$ cat src/rtl/fetch_unit.sv
// fetch_unit: PC-driven instruction fetch with a DEPTH-entry in-order queue.
// Define FETCH_PERF_CNT_EN to add the perf_fetched/perf_killed counters.
module fetch_unit #(
  parameter int DEPTH = 4
) (
  input  logic        clk,
  input  logic        rst,
  input  logic [31:0] pc,
  output logic [31:0] pc_next,
  output logic        pc_stall,
  output logic        imem_req_valid,
  output logic [31:0] imem_req_addr,
  input  logic        imem_req_ready,
  input  logic        imem_rsp_valid,
  input  logic [31:0] imem_rsp_data,
  input  logic        redirect_valid,
  input  logic [31:0] redirect_pc,
  output logic        id_valid,
  output logic [31:0] id_instr,
  output logic [31:0] id_pc,
`ifdef FETCH_PERF_CNT_EN
  output logic [31:0] perf_fetched,
  output logic [31:0] perf_killed,
`endif
  input  logic        id_ready
);

  localparam int AW = $clog2(DEPTH);
  localparam logic [AW:0] FULL = (AW+1)'(DEPTH);

  typedef logic [AW-1:0] ptr_t;
  typedef logic [AW:0]   cnt_t;

  logic [31:0]      q_pc    [DEPTH];
  logic [31:0]      q_instr [DEPTH];
  logic [DEPTH-1:0] busy;
  logic [DEPTH-1:0] filled;
  logic [DEPTH-1:0] killed;
  ptr_t             alloc;
  ptr_t             fill;
  ptr_t             head;
  cnt_t             used;
  cnt_t             nfilled;
  cnt_t             flushed;
  cnt_t             frees;
  logic             req_fire;
  logic             rsp_ok;
  logic             rsp_kill;
  logic             pop;

  assign imem_req_valid = !rst && (used < FULL) && !redirect_valid;
  assign imem_req_addr  = pc;
  assign req_fire       = imem_req_valid && imem_req_ready;
  assign pc_stall       = !req_fire && !redirect_valid;
  assign pc_next        = redirect_valid ? {redirect_pc[31:2], 2'b00}
                                         : pc + 32'd4;

  // Only a pending slot can take a response; anything else is dropped.
  assign rsp_ok   = imem_rsp_valid && busy[fill] && !filled[fill];
  assign rsp_kill = rsp_ok && (killed[fill] || redirect_valid);

  assign id_valid = !redirect_valid && busy[head]
                  && filled[head] && !killed[head];
  assign id_pc    = q_pc[head];
  assign id_instr = q_instr[head];
  assign pop      = id_valid && id_ready;

  always_comb begin
    nfilled = '0;
    for (int i = 0; i < DEPTH; i++)
      nfilled = nfilled + cnt_t'(busy[i] & filled[i]);
  end

  assign flushed = redirect_valid ? nfilled : '0;
  assign frees   = cnt_t'(pop) + cnt_t'(rsp_kill) + flushed;

  always_ff @(posedge clk) begin
    if (rst) begin
      alloc  <= '0;
      fill   <= '0;
      head   <= '0;
      used   <= '0;
      busy   <= '0;
      filled <= '0;
      killed <= '0;
      for (int i = 0; i < DEPTH; i++) begin
        q_pc[i]    <= '0;
        q_instr[i] <= '0;
      end
    end else begin
      used <= used + cnt_t'(req_fire) - frees;
      if (req_fire) begin
        q_pc[alloc]   <= pc;
        busy[alloc]   <= 1'b1;
        filled[alloc] <= 1'b0;
        killed[alloc] <= 1'b0;
        alloc         <= alloc + ptr_t'(1);
      end
      // Filled entries sit between head and fill, so a flush lands head on fill.
      if (redirect_valid) begin
        for (int i = 0; i < DEPTH; i++) begin
          if (busy[i] && filled[i]) begin
            busy[i]   <= 1'b0;
            filled[i] <= 1'b0;
          end else if (busy[i]) begin
            killed[i] <= 1'b1;
          end
        end
        head <= fill + ptr_t'(rsp_ok);
      end else if (pop) begin
        busy[head]   <= 1'b0;
        filled[head] <= 1'b0;
        head         <= head + ptr_t'(1);
      end else if (rsp_kill) begin
        head <= head + ptr_t'(1);
      end
      if (rsp_ok) begin
        fill <= fill + ptr_t'(1);
        if (rsp_kill) begin
          busy[fill]   <= 1'b0;
          killed[fill] <= 1'b0;
        end else begin
          q_instr[fill] <= imem_rsp_data;
          filled[fill]  <= 1'b1;
        end
      end
    end
  end

`ifdef FETCH_PERF_CNT_EN
  always_ff @(posedge clk) begin
    if (rst) begin
      perf_fetched <= '0;
      perf_killed  <= '0;
    end else begin
      perf_fetched <= perf_fetched + 32'(pop);
      perf_killed  <= perf_killed + 32'(rsp_kill) + 32'(flushed);
    end
  end
`endif

endmodule
$ cat config.mk
export PLATFORM = sky130hd
export DESIGN_NAME = fetch_unit
export DESIGN_NICKNAME = d
export VERILOG_FILES = /design/src/rtl/fetch_unit.sv
export SDC_FILE = /design/constraint.sdc
export NUM_CORES = 1
export LEC_CHECK = 0
export ABC_AREA = 1
export CAP_MARGIN = 5
export CORE_AREA = 2 2 157 159
export CTS_BUF_LIST = sky130_fd_sc_hd__clkbuf_16
export CTS_CLUSTER_SIZE = 28
export DETAILED_ROUTE_END_ITERATION = 10
export DIE_AREA = 0 0 159 161
export PLACE_DENSITY = 0.86
export SYNTH_ARGS = -nofsm -noshare
export SYNTH_HDL_FRONTEND = slang
export SYNTH_SLANG_ARGS = --single-unit
$ cat constraint.sdc
create_clock -name clk -period 10.3 [get_ports clk]
set_clock_uncertainty 0.2 [all_clocks]
set_input_delay 2.06 -clock clk [delete_from_list [all_inputs] [get_ports clk]]
set_output_delay 2.06 -clock clk [all_outputs]
set_load 0.01 [all_outputs]
==> results of run 1 <==
## worst paths after layout
| check | from | endpoint | cells past startpoint |
|---|---|---|---|
| setup / recovery | pc[3] | pc_next[18] | 10 |
| hold / removal | killed[0] | killed[0] | 2 |
| setup reg to reg | fill[0] | used[2] | 15 |
| hold reg to reg | killed[0] | killed[0] | 2 |
## placed cells by master (no fill, tap or decap), drive strengths merged
cell           Yosys  layout
nor2             411     411
edfxtp           256     256
clkdlybuf4s50      0     229
o21ai            155     155
nand2            153     153
inv              119     125
o22ai             68      68
nor3              51      51
nand3             39      39
clkbuf            62      27
dfxtp             23      23
ha                20      20
buf               52      20
clkinv             2      16
xor2              13      13
a21oi             10      10
nand4              8       8
a31oi              5       5
o2111ai            4       4
o22a               3       3
fa                 3       3
xnor2              2       2
o31ai              2       2
diode              0       1
and2               1       1
a211oi             1       1
and3               1       1
nand3b             1       1
clkinvlp           0       1
bufinv             0       1
## sequential cells by signal, summed over array words and instances (netlist names), named ones only
name and flops:
head 2, used 3, fill 2, q_instr 128, q_pc 128, killed 4
filled 4, alloc 2, busy 4
## per-layer routing
metal  vias up  wire length, um  part of all wire
li1       5253                -                 -
met1      5373            13800              0.37
met2       696            18500              0.50
met3        82             3850              0.10
met4         0              987             0.027
met5         -                0                 0
## metrics by stage
stage	setup slack (ns)	power, uW	utilization	instance area, sq um	std cells
after detailed placement	3.04	1800	0.668	16000	1924
after global routing	2.76	2790	0.701	16800	1974
final	2.93	2700	0.701	16800	1974
after CTS	3.03	2700	0.701	16800	1973
after global placement	3.11	1790	0.668	16000	1924
after floorplan	4.27	1560	-	13700	1465
## cells by family after synthesis
group,count (synthesis),synth area share
AND/OR/NAND/NOR,665,0.196
adder cells (fa/ha/maj),23,0.0226
flip-flops,279,0.593
buffers and inverters,235,0.0793
XOR/XNOR,15,0.00956
AO/OA/AOI/OAI,248,0.0994
## cell type report
cell class	instances	share of cell area
Clock inverter	22	0.00744
Clock buffer	27	0.0402
Sequential cell	279	0.485
Timing Repair Buffer	249	0.145
Tap cell	324	0.0241
Inverter	121	0.0272
Antenna cell	1	0.000149
Multi-Input combinational cell	951	0.271
## where the power goes
part	internal [uW]	leakage (uW)	switching [uW]	total [uW]
logic	200	0.00338	266	465
registers	1290	0.00283	26.5	1320
clock network	499	0.000414	413	912
## critical path, cell delays in order
cell,delay [ns]
clkdlybuf4s50_1,0.61
ha_1,0.25
nand3_1,0.25
nor2_1,0.45
nand2_1,0.13
nor2_1,0.33
nand3_1,0.14
xor2_1,0.16
o21ai_0,0.16
clkdlybuf4s50_1,0.57
==> results.json, run 1 <==
{
  "grt_overflow": 0,
  "initial_core_util": 0.574,
  "antenna_found_initial": 1,
  "grt_pass1_wl_um": 58500,
  "synth_edf_count": 256,
  "maxSlewViolCount": 0,
  "syn_nets": 1590,
  "yosys.cell_count.top_type": "nor2_1",
  "wire_per_inst_um": 18.9,
  "clkSlewWorstSetupHoldPaths_ns": 0.06,
  "cts-root-buf": "clkbuf_16",
  "dp.final_hpwl_um": 23200,
  "leakagePower_uw": 0.00663,
  "postCtsHoldBufs": 0,
  "max-cap-violations": 0,
  "wirelength_um": 37200,
  "grt_pass1_vias": 11400,
  "cts_buffers": 27,
  "ys_ff_latch": 279,
  "die_h_um": 161,
  "worst_pin_slew_ns": 1.15,
  "met3_usage": 0.0473,
  "multi_input_area_sq_um": 4550,
  "postCtsSetupBuffers": 0,
  "grt_usage": 0.285,
  "cts_tree": "yes",
  "start_kind": "primary input",
  "ys_seq_area_frac": 0.593,
  "die_width_um": 159,
  "setup_viol": 0,
  "synthCells": 1465,
  "grt_max_degree": 97,
  "ios": 233,
  "dr_total_vias": 11400,
  "async_flop_share": 0,
  "syn_area_sq_um": 13700,
  "ff_latch_area_sq_um": 8150,
  "power.density_nw_per_um2": 160,
  "path_max_fanout": 5,
  "critPathCaptureType": "primary output",
  "ys_warn_count": 0,
  "htreeDepth": 1,
  "fin_crit_sh": 0.715,
  "cts-resized-gates": 0,
  "area_delta_synth_final_pct": 22.3,
  "grt_util_met2": 0.483,
  "insertion_delay_ns": 0.54,
  "grt_setup_unrepaired": "false",
  "worstPathRequired_ns": 8.04,
  "drc": 0,
  "synth.largest_area_cell": "edfxtp_1",
  "core-area_sq_um": 24000,
  "final.fill_count": 1776,
  "rows": 57,
  "yosys-top-cells-area": "edfxtp_1 (56%), nor2_1 (11%), o21ai_0 (5.6%), nand2_1 (4.1%), dfxtp_1 (3.4%)",
  "gp_congestion": 0.959,
  "synth_ff_type": "edfxtp_1",
  "grt_use_met1": 0.372,
  "fmaxAchievable_mhz": 136,
  "status": "finished clean",
  "nets": 1754,
  "max_slew_margin": 0.231,
  "ant_nets": 0,
  "routed_via_density": 5.78,
  "ir_drop_uv": 112,
  "drive_above_1_share": 0.0455,
  "synth_top_area_share": 0.559,
  "clock_path_buffers": 3,
  "criticalPathCategory": "primary input to primary output",
  "dieArea_sq_um": 25600,
  "fin_tns_setup_ns": 0,
  "min_path_type": "flip-flop to flip-flop",
  "synth_common_cells": "nor2_1 (408), edfxtp_1 (256), o21ai_0 (155)",
  "cts_sinks": 279,
  "drt-pass1-iter-count": 6,
  "period_needed_ns": 7.37,
  "drtIter0Drc": 1336,
  "whs_ns": 0.311,
  "avgSynthCellArea_sq_um": 9.38,
  "grt.busiest_layer": "met2",
  "arrival_ns": 5.11,
  "synth_cell_types": 37,
  "worst-r2r-setup-slack_ns": 6.39,
  "final-hold-violation-count": 0,
  "place.port_buffers": 230
}
Note: power is estimated with default switching activity, not from simulation.
==> inputs of run 2 (changes only) <==
Settings changed: CORE_AREA 2 2 157 159 to 2 2 163 165, DIE_AREA 0 0 159 161 to 0 0 165 167, PLACE_DENSITY 0.86 to 0.8.
Clock period 10.3 ns to 7.4 ns, I/O delays scaled along.
==> results.json, run 2 (synthesis gave the netlist of run 1 again) <==
{
  "status": "finished clean",
  "wire_per_inst_um": 18.8,
  "postCtsHoldBufs": 0,
  "cts-root-buf": "clkbuf_16",
  "grt_usage": 0.270,
  "htreeDepth": 1,
  "top_regs": "q_instr: 128 flops, q_pc: 128 flops",
  "max-cap-violations": 0,
  "drc": 0,
  "core-area_sq_um": 25800,
  "drtIter0Drc": 1100,
  "leakagePower_uw": 0.00669,
  "path_max_fanout": 5,
  "dp.final_hpwl_um": 22900,
  "drive_above_1_share": 0.0467,
  "arrival_ns": 4.47,
  "min-delay-start": "killed[0]",
  "fin_ws_ns": 1.25,
  "clkSlewWorstSetupHoldPaths_ns": 0.06,
  "place.port_buffers": 230,
  "rr_startpoint": "fill[1]",
  "gp_congestion": 0.920,
  "cts_buffers": 28,
  "crit_path_start": "pc[3]",
  "min_path_type": "flip-flop to flip-flop",
  "cts_sinks": 279,
  "grt_pass1_vias": 11200,
  "instances_no_fill": 1985,
  "cts_tree": "yes",
  "min_to": "killed[0]",
  "ff_latch_area_sq_um": 8150,
  "reg2reg_depth": 14,
  "area_delta_synth_final_pct": 23.5,
  "grt_setup_unrepaired": "false",
  "worstHoldPathCells": 2,
  "fmaxAchievable_mhz": 163,
  "power.density_nw_per_um2": 232,
  "final.fill_count": 1954,
  "diodes": 0,
  "worst_pin_slew_ns": 1.23,
  "timing.rr.end": "used[2]",
  "die_h_um": 167,
  "insertion_delay_ns": 0.56,
  "grt_pass1_wl_um": 58500,
  "ios": 233,
  "period_needed_ns": 6.15,
  "die_width_um": 165,
  "nets": 1756,
  "drt-pass1-iter-count": 7,
  "pre_cts_ws_ns": 1.36,
  "final_common_cell": "nor2_1",
  "grt_max_degree": 103,
  "clock_path_buffers": 3,
  "wirelength_um": 37400,
  "rows": 59,
  "dieArea_sq_um": 27600,
  "worst-r2r-setup-slack_ns": 3.46,
  "dr_total_vias": 11300,
  "postCtsSetupBuffers": 0,
  "initial_core_util": 0.533,
  "worstPathRequired_ns": 5.72,
  "mostFrequentLayoutCells": "nor2_1 (408), edfxtp_1 (256), clkdlybuf4s50_1 (229)",
  "fin_tns_setup_ns": 0,
  "final-hold-violation-count": 0,
  "start_kind": "primary input",
  "setup_viol": 0,
  "max_slew_margin": 0.177,
  "fin_crit_sh": 0.831,
  "criticalPathCategory": "primary input to primary output",
  "placed_cells": 1936,
  "ant_nets": 0,
  "critPathCaptureType": "primary output",
  "grt_overflow": 0,
  "routed_via_density": 5.71,
  "ir_drop_uv": 188,
  "multi_input_area_sq_um": 4550,
  "cts-resized-gates": 0,
  "antenna_found_initial": 0,
  "maxSlewViolCount": 0
}
==> run 2: cell count changes in the layout (fill, tap and decap cells not counted) <==
cell        before  now
clkinv_2         7    2
clkinv_4         0    1
clkinv_1         9    8
clkinv_16        0    1
clkbuf_16       27   28
bufinv_16        1    5
clkinvlp_4       1    0
diode_2          1    0
buf_4           19   20
==> run 2: layer usage <==
metal | vias up | part of all wire | GRT usage
li1 | 5256 | - | -
met1 | 5417 | 0.39 | 0.368
met2 | 591 | 0.49 | 0.449
met3 | 73 | 0.085 | 0.0331
met4 | 0 | 0.028 | 0.0888
met5 | - | 0 | 0
==> run 2: cell type report <==
| cell class | instances | area share |
|---|---|---|
| Sequential cell | 279 | 0.480 |
| Clock buffer | 28 | 0.0413 |
| Clock inverter | 21 | 0.0146 |
| Tap cell | 335 | 0.0247 |
| Inverter | 121 | 0.0270 |
| Timing Repair Buffer | 250 | 0.144 |
| Multi-Input combinational cell | 951 | 0.268 |
==> run 2: worst max-delay path, cell delays in order <==
cell and delay, ns:
clkdlybuf4s50_1 0.65, ha_1 0.25, nand3_1 0.21, nor2_1 0.15, buf_4 0.17, nand2_1 0.07
nor2_1 0.42, nand3_1 0.16, xor2_1 0.17, o21ai_0 0.17, clkdlybuf4s50_1 0.57
==> run 2: stage by stage <==
step | utilization | area, sq um | hold WS [ns] | power (uW)
after floorplan | - | 13700 | 0.259 | 2180
after global placement | 0.622 | 16000 | 0.292 | 2500
after detailed placement | 0.622 | 16000 | 0.305 | 2510
after CTS | 0.659 | 17000 | 0.334 | 3940
after global routing | 0.659 | 17000 | 0.349 | 4060
final | 0.659 | 17000 | 0.337 | 3930
==> run 2: worst max path at each step <==
stage             endpoint
3_5_place_dp   pc_next[18]
3_3_place_gp   pc_next[18]
6_report       pc_next[18]
2_1_floorplan   q_pc[3][0]
5_1_grt        pc_next[18]
4_1_cts        pc_next[18]
==> run 2: report_power, final <==
group / switching (uW) / leakage, uW / internal (uW) / total [uW]
Clock: 584 / 0.000477 / 862 / 1450
Combinational: 375 / 0.00339 / 278 / 653
Sequential: 33.3 / 0.00283 / 1800 / 1830
